$ cat config.mk
export PLATFORM = sky130hd
export DESIGN_NAME = fetch_top
export DESIGN_NICKNAME = d
export VERILOG_FILES = /design/src/rtl/fetch_pkg.sv /design/src/rtl/fetch_fsm.sv /design/src/rtl/fetch_top.sv
export SDC_FILE = /design/constraint.sdc
export NUM_CORES = 1
export LEC_CHECK = 0
export ABC_AREA = 1
export ABC_CLOCK_PERIOD_IN_PS = 3500
export BUFFER_PORTS_ARGS = -buffer_cell sky130_fd_sc_hd__buf_4
export CAP_MARGIN = 10
export CORE_MARGIN = 2
export CORE_UTILIZATION = 60
export DETAILED_ROUTE_END_ITERATION = 10
export PLACE_DENSITY = 0.86
export SKIP_LAST_GASP = 1
export SYNTH_ARGS = -nofsm -noshare
export SYNTH_HDL_FRONTEND = slang
export SYNTH_HIERARCHICAL = 1
export SYNTH_SLANG_ARGS = --single-unit
$ cat constraint.sdc
create_clock -name clk -period 3.5 [get_ports clk]
set_input_delay 0.525 -clock clk [delete_from_list [all_inputs] [get_ports clk]]
set_output_delay 0.525 -clock clk [all_outputs]
set_load 0.05 [all_outputs]
$ cat src/rtl/fetch_pkg.sv
// Shared definitions for the instruction-fetch stage.
//   DEF_*          : default widths and constants used by fetch_top/fetch_fsm
//   fetch_state_e  : fetch controller states
package fetch_pkg;

  localparam int          DEF_ADDR_SIZE  = 32;
  localparam int          DEF_INSTR_SIZE = 32;
  localparam logic [31:0] DEF_RESET_PC   = 32'h0000_1000;
  localparam logic [31:0] DEF_NOP_INSTR  = 32'h0000_0000;

  typedef enum logic [1:0] {
    ST_IDLE  = 2'd0,  // first cycle after reset release, no request
    ST_REQ   = 2'd1,  // requesting pc_q
    ST_DRAIN = 2'd2,  // redirect pending, waiting out the abandoned fetch
    ST_HELD  = 2'd3   // fetched word parked in hold_instr while decode stalls
  } fetch_state_e;

endpackage

$ cat src/rtl/fetch_fsm.sv
// Fetch controller: owns the PC, the fetch state, the pending redirect
// address and the word parked during a decode stall.
// Ports:
//   clk, reset          : clock, async active-low reset
//   stall, if_id_write  : hazard controls from decode
//   branch_taken/target : M-stage redirect
//   imem_*              : instruction memory req/ready handshake
//   ifid_load/bubble    : IF/ID register update commands for fetch_top
//   ifid_pc/ifid_instr  : values to load when ifid_load=1
module fetch_fsm
  import fetch_pkg::*;
#(
  parameter int                    ADDR_SIZE  = DEF_ADDR_SIZE,
  parameter int                    INSTR_SIZE = DEF_INSTR_SIZE,
  parameter logic [ADDR_SIZE-1:0]  RESET_PC   = DEF_RESET_PC
) (
  input  logic                  clk,
  input  logic                  reset,
  input  logic                  stall,
  input  logic                  if_id_write,
  input  logic                  branch_taken,
  input  logic [ADDR_SIZE-1:0]  branch_target,
  output logic                  imem_req,
  output logic [ADDR_SIZE-1:0]  imem_addr,
  input  logic [INSTR_SIZE-1:0] imem_rdata,
  input  logic                  imem_ready,
  output logic                  ifid_load,
  output logic                  ifid_bubble,
  output logic [ADDR_SIZE-1:0]  ifid_pc,
  output logic [INSTR_SIZE-1:0] ifid_instr
);

  fetch_state_e          state_q, state_d;
  logic [ADDR_SIZE-1:0]  pc_q, pc_d;
  logic [ADDR_SIZE-1:0]  redirect_pc_q, redirect_pc_d;
  logic [INSTR_SIZE-1:0] hold_instr_q, hold_instr_d;

  always_ff @(posedge clk or negedge reset) begin
    if (!reset) begin
      state_q       <= ST_IDLE;
      pc_q          <= RESET_PC;
      redirect_pc_q <= '0;
      hold_instr_q  <= '0;
    end else begin
      state_q       <= state_d;
      pc_q          <= pc_d;
      redirect_pc_q <= redirect_pc_d;
      hold_instr_q  <= hold_instr_d;
    end
  end

  // Address is always pc_q; while a request is outstanding pc_q is never
  // changed except on the completing cycle, which keeps the address stable.
  assign imem_addr = pc_q;
  assign imem_req  = (state_q == ST_REQ) || (state_q == ST_DRAIN);
  assign ifid_pc   = pc_q;

  always_comb begin
    state_d       = state_q;
    pc_d          = pc_q;
    redirect_pc_d = redirect_pc_q;
    hold_instr_d  = hold_instr_q;
    ifid_load     = 1'b0;
    ifid_bubble   = 1'b0;
    ifid_instr    = imem_rdata;

    case (state_q)
      ST_IDLE: begin
        state_d = ST_REQ;
      end

      ST_REQ: begin
        if (imem_ready) begin
          if (branch_taken) begin
            pc_d        = branch_target;
            ifid_bubble = 1'b1;
          end else if (stall) begin
            hold_instr_d = imem_rdata;
            state_d      = ST_HELD;
          end else begin
            ifid_load = 1'b1;
            pc_d      = pc_q + ADDR_SIZE'(4);
          end
        end else if (branch_taken) begin
          // Cannot retarget a live request; remember where to go once it lands.
          redirect_pc_d = branch_target;
          ifid_bubble   = 1'b1;
          state_d       = ST_DRAIN;
        end else if (if_id_write) begin
          ifid_bubble = 1'b1;
        end
      end

      ST_DRAIN: begin
        ifid_bubble = 1'b1;
        if (branch_taken) redirect_pc_d = branch_target;
        if (imem_ready) begin
          pc_d    = branch_taken ? branch_target : redirect_pc_q;
          state_d = ST_REQ;
        end
      end

      ST_HELD: begin
        ifid_instr = hold_instr_q;
        if (branch_taken) begin
          hold_instr_d = '0;
          pc_d         = branch_target;
          ifid_bubble  = 1'b1;
          state_d      = ST_REQ;
        end else if (!stall) begin
          ifid_load = 1'b1;
          pc_d      = pc_q + ADDR_SIZE'(4);
          state_d   = ST_REQ;
        end
      end

      default: state_d = ST_IDLE;
    endcase
  end

endmodule

$ cat src/rtl/fetch_top.sv
// Instruction fetch stage: drives the instruction memory and the IF/ID
// boundary registers consumed by decode.
// Ports:
//   clk, reset                 : clock, async active-low reset
//   pc_write, if_id_write      : decode hazard controls (0 = hold)
//   branch_taken/branch_target : M-stage redirect
//   imem_req/addr/rdata/ready  : instruction memory handshake
//   out_pc/instruction/out_valid : IF/ID registers (out_valid=0 is a bubble)
module fetch_top
  import fetch_pkg::*;
#(
  parameter int                    ADDR_SIZE  = DEF_ADDR_SIZE,
  parameter int                    INSTR_SIZE = DEF_INSTR_SIZE,
  parameter logic [ADDR_SIZE-1:0]  RESET_PC   = DEF_RESET_PC,
  parameter logic [INSTR_SIZE-1:0] NOP_INSTR  = DEF_NOP_INSTR
) (
  input  logic                  clk,
  input  logic                  reset,
  input  logic                  pc_write,
  input  logic                  if_id_write,
  input  logic                  branch_taken,
  input  logic [ADDR_SIZE-1:0]  branch_target,
  output logic                  imem_req,
  output logic [ADDR_SIZE-1:0]  imem_addr,
  input  logic [INSTR_SIZE-1:0] imem_rdata,
  input  logic                  imem_ready,
  output logic [ADDR_SIZE-1:0]  out_pc,
  output logic [INSTR_SIZE-1:0] instruction,
  output logic                  out_valid
);

  logic                  stall;
  logic                  ifid_load;
  logic                  ifid_bubble;
  logic [ADDR_SIZE-1:0]  ifid_pc;
  logic [INSTR_SIZE-1:0] ifid_instr;

  logic [ADDR_SIZE-1:0]  out_pc_q, out_pc_d;
  logic [INSTR_SIZE-1:0] instruction_q, instruction_d;
  logic                  out_valid_q, out_valid_d;

  assign stall = ~pc_write | ~if_id_write;

  fetch_fsm #(
    .ADDR_SIZE  (ADDR_SIZE),
    .INSTR_SIZE (INSTR_SIZE),
    .RESET_PC   (RESET_PC)
  ) u_fsm (
    .clk           (clk),
    .reset         (reset),
    .stall         (stall),
    .if_id_write   (if_id_write),
    .branch_taken  (branch_taken),
    .branch_target (branch_target),
    .imem_req      (imem_req),
    .imem_addr     (imem_addr),
    .imem_rdata    (imem_rdata),
    .imem_ready    (imem_ready),
    .ifid_load     (ifid_load),
    .ifid_bubble   (ifid_bubble),
    .ifid_pc       (ifid_pc),
    .ifid_instr    (ifid_instr)
  );

  // Bubble wins over load; a branch flush bubbles regardless of if_id_write.
  always_comb begin
    out_pc_d      = out_pc_q;
    instruction_d = instruction_q;
    out_valid_d   = out_valid_q;
    if (ifid_bubble) begin
      out_pc_d      = '0;
      instruction_d = NOP_INSTR;
      out_valid_d   = 1'b0;
    end else if (ifid_load) begin
      out_pc_d      = ifid_pc;
      instruction_d = ifid_instr;
      out_valid_d   = 1'b1;
    end
  end

  // IF/ID boundary
  always_ff @(posedge clk or negedge reset) begin
    if (!reset) begin
      out_pc_q      <= '0;
      instruction_q <= NOP_INSTR;
      out_valid_q   <= 1'b0;
    end else begin
      out_pc_q      <= out_pc_d;
      instruction_q <= instruction_d;
      out_valid_q   <= out_valid_d;
    end
  end

  assign out_pc      = out_pc_q;
  assign instruction = instruction_q;
  assign out_valid   = out_valid_q;

endmodule

## Word level (Yosys, flattened, before mapping)

Index checks and enable logic that the tools add are counted.

| operators by class | value |
|---|---|
| bitwise gates (word level) | 3 |
| reduce and logical (&&, ||, !) cells | 10 |
| equality and inequality tests | 13 |
| $add $sub $neg | 1 |
| multiplexer cells | 37 |

Operators by type and width:

| kind | count |
|---|---|
| 32-bit two-way mux | 15 |
| 32-bit case mux with 2 select lines | 2 |
| 32-bit case mux with 3 select lines | 1 |
| 32-bit by 3-bit adder with 32-bit output, second input constant | 1 |
| 2-bit two-way mux | 7 |
| 2-bit inequality test, second input constant | 5 |
| 5-bit AND reduction | 2 |
| 1-bit two-way mux | 9 |
| 3-bit inequality test, second input constant | 3 |
| 2-bit case mux with 4 select lines | 1 |
| 2-bit nonzero test | 3 |
| 2-bit equality test, second input constant | 2 |
| 3-bit by 2-bit inequality test with 1-bit output, second input constant | 1 |
| 1-bit case mux with 3 select lines | 1 |
| 3-bit AND reduction | 1 |
| 3-bit nonzero test | 1 |
| 2-bit by 1-bit equality test with 1-bit output, second input constant | 1 |
| 2-bit logical NOT | 1 |
| 2-bit by 1-bit inequality test with 1-bit output, second input constant | 1 |
| 1-bit inverter | 2 |
| 1-bit case mux with 2 select lines | 1 |
| 2-bit AND reduction | 1 |
| 1-bit logical OR | 1 |
| 1-bit OR | 1 |

| storage, ports and cells | value |
|---|---|
| logic and storage cells | 71 |
| bits in registers | 163 |
| input bits | 70 |

## Logic depth before layout (Yosys ltp)

Gate-level depths: netlist (run 1).

| depth | value |
|---|---|
| depth in word-level cells | 8 |
| mapped depth | 11 |
| mapped depth without buffers | 10 |

## Cells and area by module

Netlist (run 1), hierarchy kept.

By module, submodules not included:

| module | sequential area each (µm²) | cells each | times used | area an instance (µm²) |
|---|---|---|---|---|
| fetch_fsm | 2453.6 | 833 | 1 | 5955.7 |
| fetch_top | 1626.6 | 281 | 1 | 2617.5 |

## Worst setup path before layout (run 1)

No wires, ideal clock.

| timing | value |
|---|---|
| kind | register to register |
| from | register u_fsm.state_q[0] |
| to | register out_pc_q[14], in the netlist out_pc[14] |
| slack | 1534 ps |
| arrival time | 1901 ps |
| cell stages (with the launch flop) | 12 |
| library setup time | 65 ps |
| buffers on the path | 3 |
| clock period less this slack | 1966 ps |
| cell sequence | dfrtp_1 -> ha_1 -> clkbuf_2 -> clkinv_1 -> clkbuf_1 -> o21ai_0 -> nand2_1 -> inv_1 -> nor2_4 -> buf_6 -> nand2_1 -> nand2_1 |

| on the way | value |
|---|---|
| cells in the longest elaborated chain, start to end | 3 |
| elaborated cells on any way between the ends | 7 |

Ends and longest elaborated chain:

| what | RTL line | text |
|---|---|---|
| start, declared | fetch_fsm.sv:33 | `fetch_state_e state_q, state_d;` |
| start signal, assigned | fetch_fsm.sv:45 | `state_q <= state_d;` |
| 2-bit equality test / 2-bit by 1-bit equality test with 1-bit output (equally long branches) | fetch_fsm.sv:67 | `case (state_q)` |
| 1-bit case mux with 2 select lines * | fetch_fsm.sv:67 |  |
| net ifid_load | fetch_top.sv:33 | `logic ifid_load;` |
| 2-bit nonzero test (no line) * | n/a |  |
| end signal, assigned | fetch_top.sv:88 | `out_pc_q <= out_pc_d;` |
| end, declared | fetch_top.sv:38 | `logic [ADDR_SIZE-1:0] out_pc_q, out_pc_d;` |

The timed path passes the listed nets; every way through them passes the cells marked *.
A chain may end at the register's enable or synchronous reset.

## Final worst setup path (run 1)

| timing | value |
|---|---|
| from | register u_fsm.state_q[1] |
| to | register out_pc_q[13], in the netlist out_pc[13] |

| on the way | value |
|---|---|
| cells in the longest elaborated chain, start to end | 3 |
| elaborated cells on any way between the ends | 7 |

Ends and longest elaborated chain:

| what | RTL line | text |
|---|---|---|
| 2-bit equality test / 2-bit by 1-bit equality test with 1-bit output (equally long branches) | fetch_fsm.sv:67 |  |
| 1-bit case mux with 3 select lines * | fetch_fsm.sv:67 |  |
| net ifid_bubble | fetch_top.sv:34 | `logic ifid_bubble;` |
| 32-bit two-way mux / 2-bit nonzero test (equally long branches) | n/a |  |

Marked as above.

==> metrics.csv, run 1 <==
metric;value;unit
status;finished, final reports clean;
post-synth cell types;34;
Initial DRC Count;907;
Synth area leader;dfrtp_1;
Setup Fix Bufs, Post-CTS;0;
htree depth;4;
fraction of layout cells with a size suffix above 1;21.2;%
CP Capture Type;flop;
mux cell area share after synthesis;0.701;%
initial antenna violation count;0;
gr busiest metal;met2;
kind of cell adding the most delay to the critical path;simple AND/OR/NAND/NOR gates;
most frequent cell after synthesis;nand2_1;
die span in y;124;um
Fin Setup TNS;0;ps
GRT Residual Overflow;0;
final setup violation count;0;
worst reg2reg path depth;10;
all-layer global routing usage;29.4;%
cell mode on critical path;nand2_1;
FFs w/ async S/R, synth;100;%
core area;13900;um^2
Clk pin slew, worst setup/hold paths;60;ps
Post-DP HPWL;14.7;mm
first-pass GRT wire length;35.1;mm
clk buf depth;2;
GPL Wtd Cong;0.929;
top-area cell type share of the netlist area;47.3;%
Synth Area in XOR/XNOR;0;%
area delta synth->final;18.2;%
Hold WC Path Type;in2async;
Syn Inst Count;1114;
worst-path fanout max;45;
post-route ant nets;0;
reg-to-reg startpoint;u_fsm/state_q[1]$_DFFE_PN0P_;
Synth Warn #;6;
period utilization;78.3;%
Max Clk Rate;0.365;GHz
post-CTS resize count;0;
mapped cell area;8570;um^2
met2 GRT Util;46.8;%
final clock skew;5.28;ps
Die ar.;15300;um^2
DRT Pass-1 Iters;6;
worst path bufs/invs;3;
fin. max-slew vios;0;
Simple-Gate Fraction of Synth Area;29.4;%
Relative slew margins;26.6;%
slowest CP cell;buf_4;
CP cell instances;inv_1, ha_1, nand2_1, inv_1, nand2_1, a41oi_1, nor2_4, buf_4, nand2_1, nand2_1;
CTS tree;built;
Synth Register Bits;163;
EDFF count, synth;0;
reg2reg end;out_pc[13]$_DFFE_PN0P_;
Top FF cell, synth;dfrtp_1;
Synth top cells by count;400 x nand2_1, 162 x dfrtp_1, 107 x nor2_1;
WL final;21.9;mm
critical path data arrival time;3090;ps
# hold bufs at CTS;0;
total power;10200;uW
Worst-Skew Late Latency;420;ps
worst vdd ir;0.520;mV
clock sink count;163;
initial core utilization;61.5;%
leading post-synthesis cells by cell area;dfrtp_1 47%, nand2_1 18%, nand3_1 5.8%;
CP peak stage delay;520;ps
FF-to-FF setup slack;760;ps
main combinational cell family by area after synthesis;simple AND/OR/NAND/NOR gates;
clk root buf;clkbuf_16;
PortBufs;167;
max-cap violations;0;
RSZ-0062 raised after global routing;no;
Hold Fails Final Rpt;0;
pin count of the biggest net entering global routing;88;
register area share after synthesis;47.6;%
post-synthesis compound-gate area fraction;11.4;%
Synth Net Count;1189;
Final Critical Period;2740;ps
worst-margin pin slew;1100;ps
WP data required;3850;ps
Final Net Count;1297;
CTS Buf Count;17;
PD cells;1010;nW/um^2
Mapped Avg Cell Area;7.70;um^2
ANT cells;0;
WL/cell;15.5;um
DRC;0;
Crit Path Class;reg2reg;
number of global-route vias before repair;7164;
Pleak;0.00532;uW
met1 usage;41.2;%
row count;43;
via count;7809;
M3 GR Usage;5.12;%
Via density;5.53;
die span in x;124;um
io pins;168;
crit path launch type;flop;
Synth Area in Adders;0.730;%
## logic make-up (layout without fill, tap and decap cells)
family	after synthesis	in the layout
multiplexers	6	6
flip-flops	163	163
AND/OR/NAND/NOR	622	622
buffers and inverters	159	278
adder cells (fa/ha/maj)	5	5
AO/OA/AOI/OAI	159	159
## worst reg2reg max path, cell delays in order, from the launching register on
cell and delay [ps]:
dfrtp_1 410, inv_1 100, ha_1 290, nand2_1 230
inv_1 110, nand2_1 70, a41oi_1 220, nor2_4 480
buf_4 520, nand2_1 150, nand2_1 100
## layout make-up
type	count	area [um^2]
Clock buffer	22	484
Clock inverter	8	101
Fill cell	1078	3800
Inverter	71	267
Multi-Input combinational cell	792	3630
Sequential cell	163	4080
Tap cell	180	225
Timing Repair Buffer	177	1350
## power breakdown
part | internal (uW) | total, uW | leakage [uW] | switching (uW)
Sequential | 2600 | 3260 | 0.00208 | 656
Combinational | 1420 | 5090 | 0.00297 | 3670
Clock | 1120 | 1850 | 0.000280 | 736
Total | 5140 | 10200 | 0.00532 | 5060
## registers in the layout, summed over array words and instances, names as in the netlist
signal               flops
out_valid                1
u_fsm/hold_instr_q      32
u_fsm/state_q            2
out_pc                  32
instruction             32
u_fsm/ifid_pc           32
u_fsm/redirect_pc_q     32
## per-layer routing
metal / wire length, um / share of wire, %
met1: 9310 / 43
met2: 10400 / 47
met3: 1750 / 8.0
met5: 0 / 0
met4: 420 / 1.9
## how the worst max path moves through the flow
stage	cells after the start	start	endpoint
5_1_grt	10	u_fsm/state_q[1]$_DFFE_PN0P_	instruction[7]$_DFFE_PN0P_
2_1_floorplan	11	u_fsm/state_q[0]$_DFFE_PN0P_	out_pc[14]$_DFFE_PN0P_
4_1_cts	10	u_fsm/state_q[1]$_DFFE_PN0P_	instruction[7]$_DFFE_PN0P_
6_report	10	u_fsm/state_q[1]$_DFFE_PN0P_	out_pc[13]$_DFFE_PN0P_
3_3_place_gp	9	u_fsm/state_q[1]$_DFFE_PN0P_	instruction[15]$_DFFE_PN0P_
3_5_place_dp	10	u_fsm/state_q[1]$_DFFE_PN0P_	out_pc[13]$_DFFE_PN0P_
## layout by cell type (no fill, tap or decap), types with 2 or more instances in the layout
| cell type | instances |
|---|---|
| a41oi_1 | 2 |
| bufinv_16 | 2 |
| o21a_1 | 6 |
| nand3_1 | 99 |
| mux2i_1 | 6 |
| o21ai_1 | 8 |
| inv_1 | 64 |
| clkbuf_16 | 17 |
| o21bai_1 | 2 |
| nand2_1 | 400 |
| buf_4 | 175 |
| clkinvlp_4 | 3 |
| ha_1 | 5 |
| o21ai_0 | 57 |
| nand2_2 | 10 |
| a31oi_1 | 2 |
| inv_2 | 6 |
| clkinv_2 | 2 |
| clkbuf_8 | 4 |
| nor2_1 | 107 |
| o21ai_2 | 32 |
| nor2_4 | 2 |
| dfrtp_1 | 162 |
| a21oi_1 | 45 |
## stage by stage
| step | hold WS (ps) | setup slack (ps) | cell area [um^2] | instances | util [%] |
|---|---|---|---|---|---|
| floorplan | 229 | 1530 | 8570 | 1114 | - |
| global placement | 455 | 984 | 9550 | 1383 | 68.5 |
| detailed placement | 460 | 817 | 9550 | 1383 | 68.5 |
| CTS | 207 | 779 | 10100 | 1413 | 72.7 |
| global route | 237 | 525 | 10100 | 1413 | 72.7 |
| finish | 167 | 761 | 10100 | 1413 | 72.7 |
(Power assumes the default switching activity.)
==> inputs of run 2 (changes only) <==
--- a/config.mk
+++ b/config.mk
@@ -6,13 +6,13 @@
 export NUM_CORES = 1
 export LEC_CHECK = 0
 export ABC_AREA = 1
-export ABC_CLOCK_PERIOD_IN_PS = 3500
+export ABC_CLOCK_PERIOD_IN_PS = 2500
 export BUFFER_PORTS_ARGS = -buffer_cell sky130_fd_sc_hd__buf_4
 export CAP_MARGIN = 10
 export CORE_MARGIN = 2
-export CORE_UTILIZATION = 60
+export CORE_UTILIZATION = 50
 export DETAILED_ROUTE_END_ITERATION = 10
-export PLACE_DENSITY = 0.86
+export PLACE_DENSITY = 0.76
 export SKIP_LAST_GASP = 1
 export SYNTH_ARGS = -nofsm -noshare
 export SYNTH_HDL_FRONTEND = slang
==> constraint.sdc (replaced) <==
create_clock -name clk -period 2.5 [get_ports clk]
set_input_delay 0.375 -clock clk [delete_from_list [all_inputs] [get_ports clk]]
set_output_delay 0.375 -clock clk [all_outputs]
set_load 0.05 [all_outputs]
==> run 2 against run 1 <==
Net effect: sequential cell count unchanged; setup slack worse by 510 ps; largest power group unchanged; clock skew up 2.9 ps.
==> metrics.csv, run 2 (synthesized netlist as in run 1, its figures left out) <==
metric;value;unit;change
row count;47;;+9.3%
Via density;5.21;;-5.8%
CTS Buf Count;17;;unchanged
post-route ant nets;0;;unchanged
ANT cells;0;;unchanged
status;finished, final reports clean;;
number of global-route vias before repair;6918;;-3.4%
Post-DP HPWL;15.1;mm;+2.2%
sequential share of power;30.9;%;-1.0 points
DRC;0;;unchanged
Place WS;1.60;ps;-815 ps
slowest CP cell;nor2_4;;
all-layer global routing usage;24.4;%;-5.0 points
period utilization;90.0;%;+12 points
io pins;168;;unchanged
clock sink count;163;;unchanged
Die ar.;18200;um^2;+19%
Max Clk Rate;0.445;GHz;+22%
Final Net Count;1312;;+1.2%
via count;7654;;-2.0%
Logic pwr share;50.3;%;+0.4 points
worst hold slack;246;ps;+79.0 ps
initial antenna violation count;0;;unchanged
first-pass GRT wire length;35.0;mm;-0.24%
DRT Pass-1 Iters;5;;-1
clock share of power;18.9;%;+0.7 points
Switch Pwr;7120;uW;+41%
CP cell instances;inv_1, ha_1, buf_4, inv_2, o21ai_0, nand2_1, inv_2, nor2_4, buf_4, nand2_1, nand2_1;;
Relative slew margins;45.8;%;+19 points
Hold Fails Final Rpt;0;;unchanged
area delta synth->final;21.0;%;
worst-margin pin slew;813;ps;-287 ps
Pleak;0.00543;uW;+2.0%
Worst-Skew Late Latency;430;ps;about the same
critical path data arrival time;2610;ps;-480 ps
WL/cell;14.8;um;-4.2%
max-cap violations;0;;unchanged
clk buf depth;2;;unchanged
top sig layer;met4;;
RSZ-0062 raised after global routing;no;;
fin util;62.1;%;-11 points
core area;16700;um^2;+20%
commonest non-fill, non-tap cell in the layout;nand2_1;;
final clock skew;8.18;ps;+2.89 ps
internal power;7470;uW;+45%
fraction of layout cells with a size suffix above 1;22.2;%;+0.99 points
Clk pin slew, worst setup/hold paths;60;ps;about the same
GPL Wtd Cong;0.889;;-4.4%
WP data required;2860;ps;-990 ps
Final Critical Period;2250;ps;-490 ps
GRT Residual Overflow;0;;unchanged
CP Capture Type;flop;;
crit path launch type;flop;;
clk root buf;clkbuf_16;;
cell mode on critical path;nand2_1;;
PD cells;1410;nW/um^2;+40%
htree depth;4;;unchanged
fin. max-slew vios;0;;unchanged
pin count of the biggest net entering global routing;71;;-19%
met3 wire length;1.42;mm;-19%
Routed met1 length;9.91;mm;+6.4%
final setup violation count;0;;unchanged
Sw Share;48.8;%;-0.83 points
die span in y;135;um;+9.2%
most frequent cells in the layout;400 x nand2_1, 185 x buf_4, 162 x dfrtp_1;;
final worst setup slack;251;ps;-510 ps
CTS tree;built;;
initial core utilization;51.3;%;-10 points
CP peak stage delay;510;ps;about the same
filler instances;1474;;+37%
metal2 WL;10.2;mm;-2.1%
die span in x;135;um;+9.2%
WL final;21.8;mm;-0.29%
PortBufs;167;;unchanged
Initial DRC Count;726;;-20%
worst vdd ir;0.642;mV;+24%
Hold WC Path Type;in2reg;;
Fin Setup TNS;0;ps;unchanged
worst-path fanout max;22;;-51%
Crit Path Class;reg2reg;;
-- run 2: cell types whose count changed in the layout (fill, tap and decap cells not counted), sizes merged --
cell         previous run  this run
inv                    71        72
bufinv                  2         3
clkinv                  3         5
nor2                  109       110
buf                   177       190
clkinvlp                3         1
dlygate4sd3             0         1
-- run 2: layout make-up --
cell class / count / area [um^2] / area share [%]
clock buffer: 22 / 484 / 4.67
tap: 220 / 275 / 2.65
multi-input combinational: 793 / 3640 / 35.1
inverter: 71 / 269 / 2.59
sequential: 163 / 4080 / 39.3
timing repair buffer: 191 / 1480 / 14.3
clock inverter: 10 / 146 / 1.41
-- run 2: timing repair --
item                       4_1_cts  5_1_grt
cloned                           1        0
hold endpoints to repair        67        0
buffers inserted                 0        0
setup endpoints to repair       21        4
gates resized for setup          1        2
pin swaps                        1        0
hold buffers                     1        0
-- run 2: metrics by stage --
| stage | total power, uW | std cells | cell area (um^2) |
|---|---|---|---|
| final | 14600 | 1470 | 10400 |
| after global routing | 15500 | 1470 | 10400 |
| after CTS | 14600 | 1470 | 10400 |
| after detailed placement | 11800 | 1436 | 9720 |
| after global placement | 11600 | 1436 | 9720 |
| after floorplan | 10200 | 1114 | 8570 |
-- run 2: final timing paths --
| kind | from | end | slack (ps) | cells past startpoint |
|---|---|---|---|---|
| worst max-delay path | u_fsm/state_q[1]$_DFFE_PN0P_ | out_pc[16]$_DFFE_PN0P_ | 250 | 11 |
| worst min-delay path | imem_rdata[22] | u_fsm/hold_instr_q[22]$_DFFE_PN0P_ | 250 | 3 |
| worst max register to register | u_fsm/state_q[1]$_DFFE_PN0P_ | out_pc[16]$_DFFE_PN0P_ | 250 | 11 |
| worst min register to register | out_pc[26]$_DFFE_PN0P_ | out_pc[26]$_DFFE_PN0P_ | 470 | 2 |
| max in group asynchronous | reset | u_fsm/ifid_pc[12]$_DFFE_PN1P_ | 1160 | 3 |
| min in group asynchronous | reset | instruction[24]$_DFFE_PN0P_ | 520 | 2 |
-- run 2: layer usage --
layer / global-route usage (%) / vias up
met5: 0 / -
met4: 6.60 / 0
met3: 5.41 / 27
met2: 38.1 / 263
met1: 34.5 / 3597
li1: - / 3767
-- run 2: worst max-delay path, delay by kind of cell, from the launching register on --
family / cells / cell delay (ps)
compound gates: 1 / 70
flops: 1 / 420
buf+inv: 5 / 730
simple gates: 4 / 710
fa+ha+maj: 1 / 220
-- run 2: power groups by stage --
| stage | Combinational (uW) | Sequential [uW] | Clock [uW] |
|---|---|---|---|
| after global placement | 7110 | 4510 | 0 |
| after detailed placement | 7230 | 4540 | 0 |
| after global routing | 7970 | 4640 | 2930 |
| after floorplan | 5040 | 5130 | 0 |
| after CTS | 7320 | 4500 | 2800 |
| final | 7330 | 4500 | 2750 |
